`src/rtl/cv32e40p_x_resp_pkg.sv`:
```
// rtl/cv32e40p_x_resp_pkg.sv - shared types and constants for the X-interface responder
package cv32e40p_x_resp_pkg;

    localparam logic [6:0] OPCODE_CUSTOM0 = 7'b0001011;

    typedef enum logic [1:0] {
        OP_ADD3 = 2'd0,
        OP_MAXS = 2'd1,
        OP_POPC = 2'd2
    } x_resp_op_e;

    typedef struct packed {
        logic [3:0]  id;
        x_resp_op_e  op;
        logic [31:0] rs1;
        logic [31:0] rs2;
        logic [31:0] rs3;
        logic [4:0]  rd;
        logic        committed;
        logic        killed;
    } x_resp_entry_t;

    typedef enum logic [1:0] {
        ST_IDLE = 2'd0,
        ST_EXEC = 2'd1,
        ST_RESP = 2'd2
    } x_resp_state_e;

endpackage

```
`src/rtl/cv32e40p_x_resp_alu.sv`:
```
// rtl/cv32e40p_x_resp_alu.sv - combinational datapath for the custom-0 operations
module cv32e40p_x_resp_alu
    import cv32e40p_x_resp_pkg::*;
(
    input  x_resp_op_e  op,
    input  logic [31:0] rs1,
    input  logic [31:0] rs2,
    input  logic [31:0] rs3,
    output logic [31:0] result
);

    always_comb begin
        result = '0;
        case (op)
            OP_ADD3: result = rs1 + rs2 + rs3;
            OP_MAXS: result = ($signed(rs1) > $signed(rs2)) ? rs1 : rs2;
            OP_POPC: begin
                for (int i = 0; i < 32; i++) begin
                    result = result + 32'(rs1[i]);
                end
            end
            default: result = '0;
        endcase
    end

endmodule

```
`src/rtl/cv32e40p_x_resp.sv`:
```
// rtl/cv32e40p_x_resp.sv - coprocessor responder: issue decode, in-order buffer, execute, result
module cv32e40p_x_resp
    import cv32e40p_x_resp_pkg::*;
#(
    parameter int unsigned Depth   = 4,
    parameter int unsigned Latency = 2,
    parameter bit          KillEn  = 1'b0
) (
    input  logic             clk_i,
    input  logic             rst_ni,
    input  logic             x_issue_valid_i,
    output logic             x_issue_ready_o,
    input  logic [31:0]      x_issue_req_instr_i,
    input  logic [3:0]       x_issue_req_id_i,
    input  logic [2:0][31:0] x_issue_req_rs_i,
    input  logic [2:0]       x_issue_req_rs_valid_i,
    output logic             x_issue_resp_accept_o,
    output logic             x_issue_resp_writeback_o,
    output logic             x_issue_resp_loadstore_o,
    input  logic             x_commit_valid_i,
    input  logic [3:0]       x_commit_id_i,
    input  logic             x_commit_commit_kill_i,
    output logic             x_result_valid_o,
    input  logic             x_result_ready_i,
    output logic [3:0]       x_result_id_o,
    output logic [31:0]      x_result_data_o,
    output logic [4:0]       x_result_rd_o,
    output logic             x_result_we_o,
    output logic             busy_o
);

    localparam int PtrW = $clog2(Depth);
    localparam int CntW = PtrW + 1;
    localparam logic [3:0] LAT_LOAD = 4'(Latency - 1);

    logic            legal;
    x_resp_op_e      dec_op;
    logic [2:0]      need;
    logic            push;
    logic            pop;
    logic            commit_new;
    x_resp_entry_t   new_ent;
    x_resp_entry_t   entries [Depth];
    logic [Depth-1:0] ent_valid;
    logic [PtrW-1:0] head;
    logic [PtrW-1:0] tail;
    logic [CntW-1:0] count;
    x_resp_entry_t   head_ent;
    logic            head_valid;
    x_resp_state_e   state;
    x_resp_state_e   state_next;
    logic [3:0]      cnt;
    logic [3:0]      cnt_next;
    logic            load_res;
    logic [31:0]     alu_result;
    logic            unused_instr;

    assign unused_instr = ^x_issue_req_instr_i[31:15];

    always_comb begin
        legal  = 1'b0;
        dec_op = OP_ADD3;
        need   = 3'b000;
        if (x_issue_req_instr_i[6:0] == OPCODE_CUSTOM0) begin
            case (x_issue_req_instr_i[14:12])
                3'b000: begin legal = 1'b1; dec_op = OP_ADD3; need = 3'b111; end
                3'b001: begin legal = 1'b1; dec_op = OP_MAXS; need = 3'b011; end
                3'b010: begin legal = 1'b1; dec_op = OP_POPC; need = 3'b001; end
                default: legal = 1'b0;
            endcase
        end
    end

    // Illegal instructions are always ready so the dispatcher sees an immediate reject.
    assign x_issue_ready_o = !legal ||
        ((count < CntW'(Depth)) && ((x_issue_req_rs_valid_i & need) == need));
    assign x_issue_resp_accept_o    = legal;
    assign x_issue_resp_writeback_o = legal;
    assign x_issue_resp_loadstore_o = 1'b0;
    assign push = x_issue_valid_i && x_issue_ready_o && legal;

    assign commit_new = x_commit_valid_i && (x_commit_id_i == x_issue_req_id_i);

    always_comb begin
        new_ent.id        = x_issue_req_id_i;
        new_ent.op        = dec_op;
        new_ent.rs1       = x_issue_req_rs_i[0];
        new_ent.rs2       = x_issue_req_rs_i[1];
        new_ent.rs3       = x_issue_req_rs_i[2];
        new_ent.rd        = x_issue_req_instr_i[11:7];
        new_ent.committed = commit_new;
        new_ent.killed    = commit_new && KillEn && x_commit_commit_kill_i;
    end

    assign head_ent   = entries[head];
    assign head_valid = ent_valid[head];

    always_ff @(posedge clk_i) begin
        if (!rst_ni) begin
            entries   <= '{default: '0};
            ent_valid <= '0;
            head      <= '0;
            tail      <= '0;
            count     <= '0;
        end else begin
            for (int i = 0; i < Depth; i++) begin
                if (x_commit_valid_i && ent_valid[i] && (entries[i].id == x_commit_id_i)) begin
                    entries[i].committed <= 1'b1;
                    if (KillEn && x_commit_commit_kill_i) begin
                        entries[i].killed <= 1'b1;
                    end
                end
            end
            if (push) begin
                entries[tail]   <= new_ent;
                ent_valid[tail] <= 1'b1;
                tail            <= tail + PtrW'(1);
            end
            if (pop) begin
                ent_valid[head] <= 1'b0;
                head            <= head + PtrW'(1);
            end
            if (push && !pop) begin
                count <= count + CntW'(1);
            end else if (pop && !push) begin
                count <= count - CntW'(1);
            end
        end
    end

    always_comb begin
        state_next = state;
        cnt_next   = cnt;
        pop        = 1'b0;
        load_res   = 1'b0;
        case (state)
            ST_IDLE: begin
                if (head_valid && head_ent.killed) begin
                    pop = 1'b1;
                end else if (head_valid && head_ent.committed) begin
                    if (Latency <= 1) begin
                        load_res   = 1'b1;
                        state_next = ST_RESP;
                    end else begin
                        cnt_next   = LAT_LOAD;
                        state_next = ST_EXEC;
                    end
                end
            end
            ST_EXEC: begin
                cnt_next = cnt - 4'd1;
                if (cnt == 4'd1) begin
                    load_res   = 1'b1;
                    state_next = ST_RESP;
                end
            end
            ST_RESP: begin
                if (x_result_ready_i) begin
                    pop        = 1'b1;
                    state_next = ST_IDLE;
                end
            end
            default: state_next = ST_IDLE;
        endcase
    end

    cv32e40p_x_resp_alu u_alu (
        .op     (head_ent.op),
        .rs1    (head_ent.rs1),
        .rs2    (head_ent.rs2),
        .rs3    (head_ent.rs3),
        .result (alu_result)
    );

    always_ff @(posedge clk_i) begin
        if (!rst_ni) begin
            state           <= ST_IDLE;
            cnt             <= '0;
            x_result_id_o   <= '0;
            x_result_data_o <= '0;
            x_result_rd_o   <= '0;
            x_result_we_o   <= 1'b0;
        end else begin
            state <= state_next;
            cnt   <= cnt_next;
            if (load_res) begin
                x_result_id_o   <= head_ent.id;
                x_result_data_o <= alu_result;
                x_result_rd_o   <= head_ent.rd;
                x_result_we_o   <= 1'b1;
            end
        end
    end

    assign x_result_valid_o = (state == ST_RESP);
    assign busy_o           = (count != '0) || (state == ST_RESP);

endmodule

```
`config.mk`:
```
export PLATFORM = sky130hd
export DESIGN_NAME = cv32e40p_x_resp
export DESIGN_NICKNAME = d
export VERILOG_FILES = /design/src/rtl/cv32e40p_x_resp_pkg.sv /design/src/rtl/cv32e40p_x_resp_alu.sv /design/src/rtl/cv32e40p_x_resp.sv
export SDC_FILE = /design/constraint.sdc
export NUM_CORES = 1
export LEC_CHECK = 0
export CAP_MARGIN = 20
export CORE_ASPECT_RATIO = 0.8
export CORE_MARGIN = 4
export CORE_UTILIZATION = 59
export CTS_CLUSTER_SIZE = 30
export DETAILED_ROUTE_END_ITERATION = 6
export PLACE_DENSITY = 0.8
export SLEW_MARGIN = 20
export SYNTH_ARGS = -nofsm -noshare
export SYNTH_HDL_FRONTEND = slang
export SYNTH_HIERARCHICAL = 1
export SYNTH_SLANG_ARGS = --single-unit
```
`constraint.sdc`:
```
create_clock -name clk_i -period 7.9 [get_ports clk_i]
set_clock_uncertainty 0.15 [all_clocks]
set_input_delay 1.58 -clock clk_i [delete_from_list [all_inputs] [get_ports clk_i]]
set_output_delay 1.58 -clock clk_i [all_outputs]
set_load 0.005 [all_outputs]
```
Word-level counts from Yosys, hierarchy flattened. Index checks and enable logic that the tools add are counted. W data, S select, Z words.

Output and inout port bits: 48. Register bits after elaboration: 495. Input bits: 145. Logic and storage cells: 193.

Equality and inequality tests: 18. $lt $le $gt $ge: 9. Reduce and logical (&&, ||, !) cells: 33. Multiplexer cells: 47. Bitwise operators: 6. $add $sub $neg: 38.

Operators with widths (count): $add A32 B1 Y32 (30); $bwmux W436 (1); $mux W329 (1); $mux W109 (3); $bmux W109 S2 (1); $demux W109 S2 (1); $pmux W32 S3 (1); $add A32 B32 Y32 (2); $gt A32 B32 Y1 (1); $mux W32 (1); $eq A4 B4 Y1 (5); $mux W4 (5); $logic_and A1 B1 Y1 (19); $mux W1 (17); $mux W2 (5); $mux W3 (3); $pmux W3 S3 (1); $pmux W4 S2 (1); $eq A7 B4 Y1 const B (1); $ge A3 B3 Y1 const B (2); $lt A2 B3 Y1 const B (2); $ne A2 B2 Y1 const B (3); $not A2 Y3 (2); $pmux W2 S3 (1); other kinds (32) (42).

Longest topological paths before layout.
Word-level depth: 36. Depth in mapped cells: 26. Depth with buffers taken out: 23.

Modules after synthesis. Netlist, hierarchy kept.

Modules (own cells, without submodules): cv32e40p_x_resp (cells each 2355, area each 21234.1 µm², times used 1, sequential area each 9829.4 µm²); cv32e40p_x_resp_alu (cells each 567, area each 4699.5 µm², times used 1, sequential area each 0.0 µm²).

Worst setup path after synthesis. Ideal clock, no wire load.

Kind: reg2reg. Start point: register head[1]. End point: register x_result_data_o[5]. Required time: 7.628 ns. Setup slack: 1.149 ns. Data arrival time: 6.479 ns. Path buffers: 3. Cell stages (with the launch flop): 25. Setup time: 0.122 ns. Period minus slack after synthesis: 6.751 ns. Cells stage by stage: dfxtp_1 > buf_2 > clkbuf_1 > buf_2 > mux4_2 > fa_1 > ha_1 > fa_1 > fa_1 > fa_1 > inv_1 > fa_1 > fa_1 > inv_1 > ha_1 > nor2b_1 > o21ai_0 > nand2b_1 > a21o_1 > a21oi_1 > nor2_1 > a21oi_1 > o22ai_1 > nand2_1 > a21boi_0.

RTL lines: from (decl) (line cv32e40p_x_resp.sv:45) `logic [PtrW-1:0] head;`; from (signal assigned) (line cv32e40p_x_resp.sv:121) `head <= head + PtrW'(1);`; to (signal assigned) (line cv32e40p_x_resp.sv:188) `x_result_data_o <= alu_result;`; to (decl) (line cv32e40p_x_resp.sv:26) `output logic [31:0] x_result_data_o,`.

==> results.json <==
{
  "cts_tree": "done",
  "clkTransAtPathRegs_ns": 0.06,
  "overflow": 0,
  "dp.cells": 3469,
  "io_buffers": 173,
  "clock_sinks": 491,
  "finalSetupViolCount": 0,
  "end_kind": "flop",
  "layout.nets": 3247,
  "yosysSeqAreaShare_pct": 37.9,
  "vdd_drop_max_mv": 0.163,
  "grt_pass1_wl_um": 116000,
  "async_reset_ff_share_pct": 0,
  "place_congestion": 0.975,
  "fin_cells": 3558,
  "top_usage_layer": "met2",
  "via_count": 21500,
  "crit_buf_inv": 4,
  "netlist_area_sq_um": 25900,
  "synth_cells": 2922,
  "worst_path_max_delay_cell": "dfxtp_4",
  "place_area_sq_um": 27700,
  "drc": 2,
  "critical_path.most_common_cell": "fa_1",
  "path_cells": "mux4_2 > fa_1 > ha_1 > inv_1 > fa_1 > inv_1 > fa_1 > fa_1 > inv_1 > fa_1 > fa_1 > inv_1 > ha_1 > nor2b_1 > o21ai_0 > nand2b_1 > a21o_1 > a21oi_1 > nor2_1 > a21oi_1 > o22ai_1 > nand2_1 > a21boi_0",
  "drt-total-wl_um": 73400,
  "crit_arrival_ns": 6.95,
  "syn_avg_cell_area_sq_um": 8.88,
  "worst_setup_path_start_kind": "flop",
  "max_freq_mhz": 151,
  "dpl.hpwl_um": 48700,
  "routedWlPerCell_um": 20.6,
  "grtUsageMet3_pct": 6.41,
  "r2r_slack_ns": 1.26,
  "fp.coreArea_sq_um": 43300,
  "finalCritPeriodShare_pct": 84.0,
  "ys_warn_count": 6,
  "die_height_um": 196,
  "tightest_slew_ns": 1.12,
  "die_x_um": 242,
  "slew_viol_final": 0,
  "syn_nets": 3210,
  "area_growth_pct": 12.8,
  "yosys-top-cells-area": "dfxtp_1 (38%), nand2_1 (14%), a21boi_0 (14%), mux4_2 (9.4%), fa_1 (4.5%)",
  "ant_nets": 0,
  "postCtsSetupBuffers": 0,
  "dieArea_sq_um": 47400,
  "synth_top_area_cell": "dfxtp_1",
  "path_max_fanout": 44,
  "detail_route.iter0.violations": 1956,
  "hold_class": "flop to flop",
  "yosysUniqueCellTypes": 72,
  "grtUsageTotal_pct": 30.3,
  "grt_pass1_vias": 21600,
  "ios": 193,
  "post-place-ws_ns": 1.30,
  "synth_edf_count": 0,
  "stdcell_area_sq_um": 29200,
  "final_common_cell": "nand2_1",
  "power_density_nw_per_um2": 169,
  "grt_max_degree": 135,
  "cts_resized": 0,
  "grt_util_met1_pct": 41.0,
  "hold_ws_ns": 0.310,
  "failed_checks": "DRC",
  "rsz0062_at_grt": "no",
  "tns_ns": 0,
  "drive_gt1_share_pct": 7.75,
  "h-tree-depth": 2,
  "leakagePower_nw": 9.97,
  "hold_viol": 0,
  "clock_latency_ns": 0.60,
  "antenna_found_initial": 9,
  "cts_root_buf": "clkbuf_16",
  "synth-seq-cells": 491,
  "via_per_inst": 6.05,
  "initial_core_util_pct": 59.9,
  "dr.pass1.iters": 7,
  "synth.top_cell.area_share_pct": 37.9,
  "use_met2_pct": 48.3,
  "worstSetupPathType": "flop to flop",
  "slew_headroom_pct": 25.1,
  "clockBufferDepth": 3,
  "cpPeakStageDelay_ns": 0.82,
  "cp.required_ns": 8.21,
  "cts_buffers": 48,
  "row_count": 68,
  "fin_crit_ns": 6.64,
  "layout_setup_ws_ns": 1.26,
  "maxCapViolations": 0,
  "status": "finished with violations",
  "synth_ff_type": "dfxtp_1",
  "crit_family": "adder cells",
  "cts_hold_buffers": 0,
  "layout_common_cells": "nand2_1 (984), dfxtp_1 (489), a21boi_0 (475)"
}
## cell type report
| type | instances | area [sq um] |
|---|---|---|
| Multi-Input combinational cell | 2122 | 14800 |
| Fill cell | 3299 | 14100 |
| Sequential cell | 491 | 9840 |
| Timing Repair Buffer | 194 | 1940 |
| Clock buffer | 72 | 1440 |
| Tap cell | 560 | 701 |
| Inverter | 102 | 383 |
| Clock inverter | 12 | 125 |
| Antenna cell | 5 | 12.5 |
## worst register-to-register path: stages, from the launching register on
cell	delay, ns
dfxtp_4	0.82
mux4_2	0.51
fa_1	0.53
ha_1	0.30
inv_1	0.06
fa_1	0.39
inv_1	0.09
fa_1	0.44
fa_1	0.54
inv_1	0.05
fa_1	0.51
fa_1	0.60
inv_1	0.06
ha_1	0.28
nor2b_1	0.12
o21ai_0	0.16
nand2b_1	0.11
a21o_1	0.18
a21oi_1	0.13
nor2_1	0.05
a21oi_1	0.15
o22ai_1	0.09
nand2_1	0.11
a21boi_0	0.08
## flip-flops by register name, indices dropped and copies added (netlist names)
name             cells
entries            432
x_result_data_o     32
x_result_rd_o        5
cnt                  4
ent_valid            4
x_result_id_o        4
count                3
head                 2
state                2
tail                 2
x_result_we_o        1
## report_power, final
| part | switching (mW) | internal (mW) |
|---|---|---|
| Sequential | 0.000125 | 2.47 |
| Combinational | 0.0818 | 0.0966 |
| Clock | 0.975 | 1.32 |
## worst paths after layout
check / startpoint / end / cells past startpoint
worst min register to register: entries[273]$_SDFFE_PN0P_ / entries[273]$_SDFFE_PN0P_ / 2
worst min-delay path: entries[273]$_SDFFE_PN0P_ / entries[273]$_SDFFE_PN0P_ / 2
worst max-delay path: head[0]$_SDFFE_PN0P_ / x_result_data_o[5]$_SDFFE_PN0P_ / 23
worst max register to register: head[0]$_SDFFE_PN0P_ / x_result_data_o[5]$_SDFFE_PN0P_ / 23
## metal layers
| metal | vias up | share of wire, % | wire length (um) |
|---|---|---|---|
| li1 | 9965 | - | - |
| met1 | 10400 | 42 | 30800 |
| met2 | 957 | 46 | 33500 |
| met3 | 158 | 9.2 | 6730 |
| met4 | 8 | 3.2 | 2350 |
| met5 | - | 0.064 | 47 |
## Yosys cell counts (10+ instances only)
cell / count
a211oi_1: 12
a21boi_0: 475
a21o_1: 20
a21oi_1: 54
buf_1: 11
buf_2: 61
buf_4: 12
clkbuf_1: 115
dfxtp_1: 491
fa_1: 58
ha_1: 85
inv_1: 101
mux2i_1: 38
mux4_2: 108
nand2_1: 984
nand3_1: 14
nand4_1: 10
nor2_1: 28
nor2b_1: 11
nor3_1: 17
o21ai_0: 36
o22ai_1: 18
xnor2_1: 23
xor2_1: 19
## logic make-up after synthesis
group	count (synthesis)	share of synthesized area, %
compound gates	676	18.9
xor+xnor	42	1.42
fa+ha+maj	143	8.58
buf+inv	309	5.17
flops	491	37.9
mux	148	11.0
other cells	1	0.0145
simple gates	1112	17.1
## through the flow
step | util, % | power [mW]
after floorplan | - | 2.60
after detailed placement | 63.9 | 2.71
after global routing | 67.5 | 5.08
after CTS | 67.5 | 4.97
after global placement | 63.9 | 2.70
final | 67.5 | 4.95
Power figures use the tool's default switching activity.
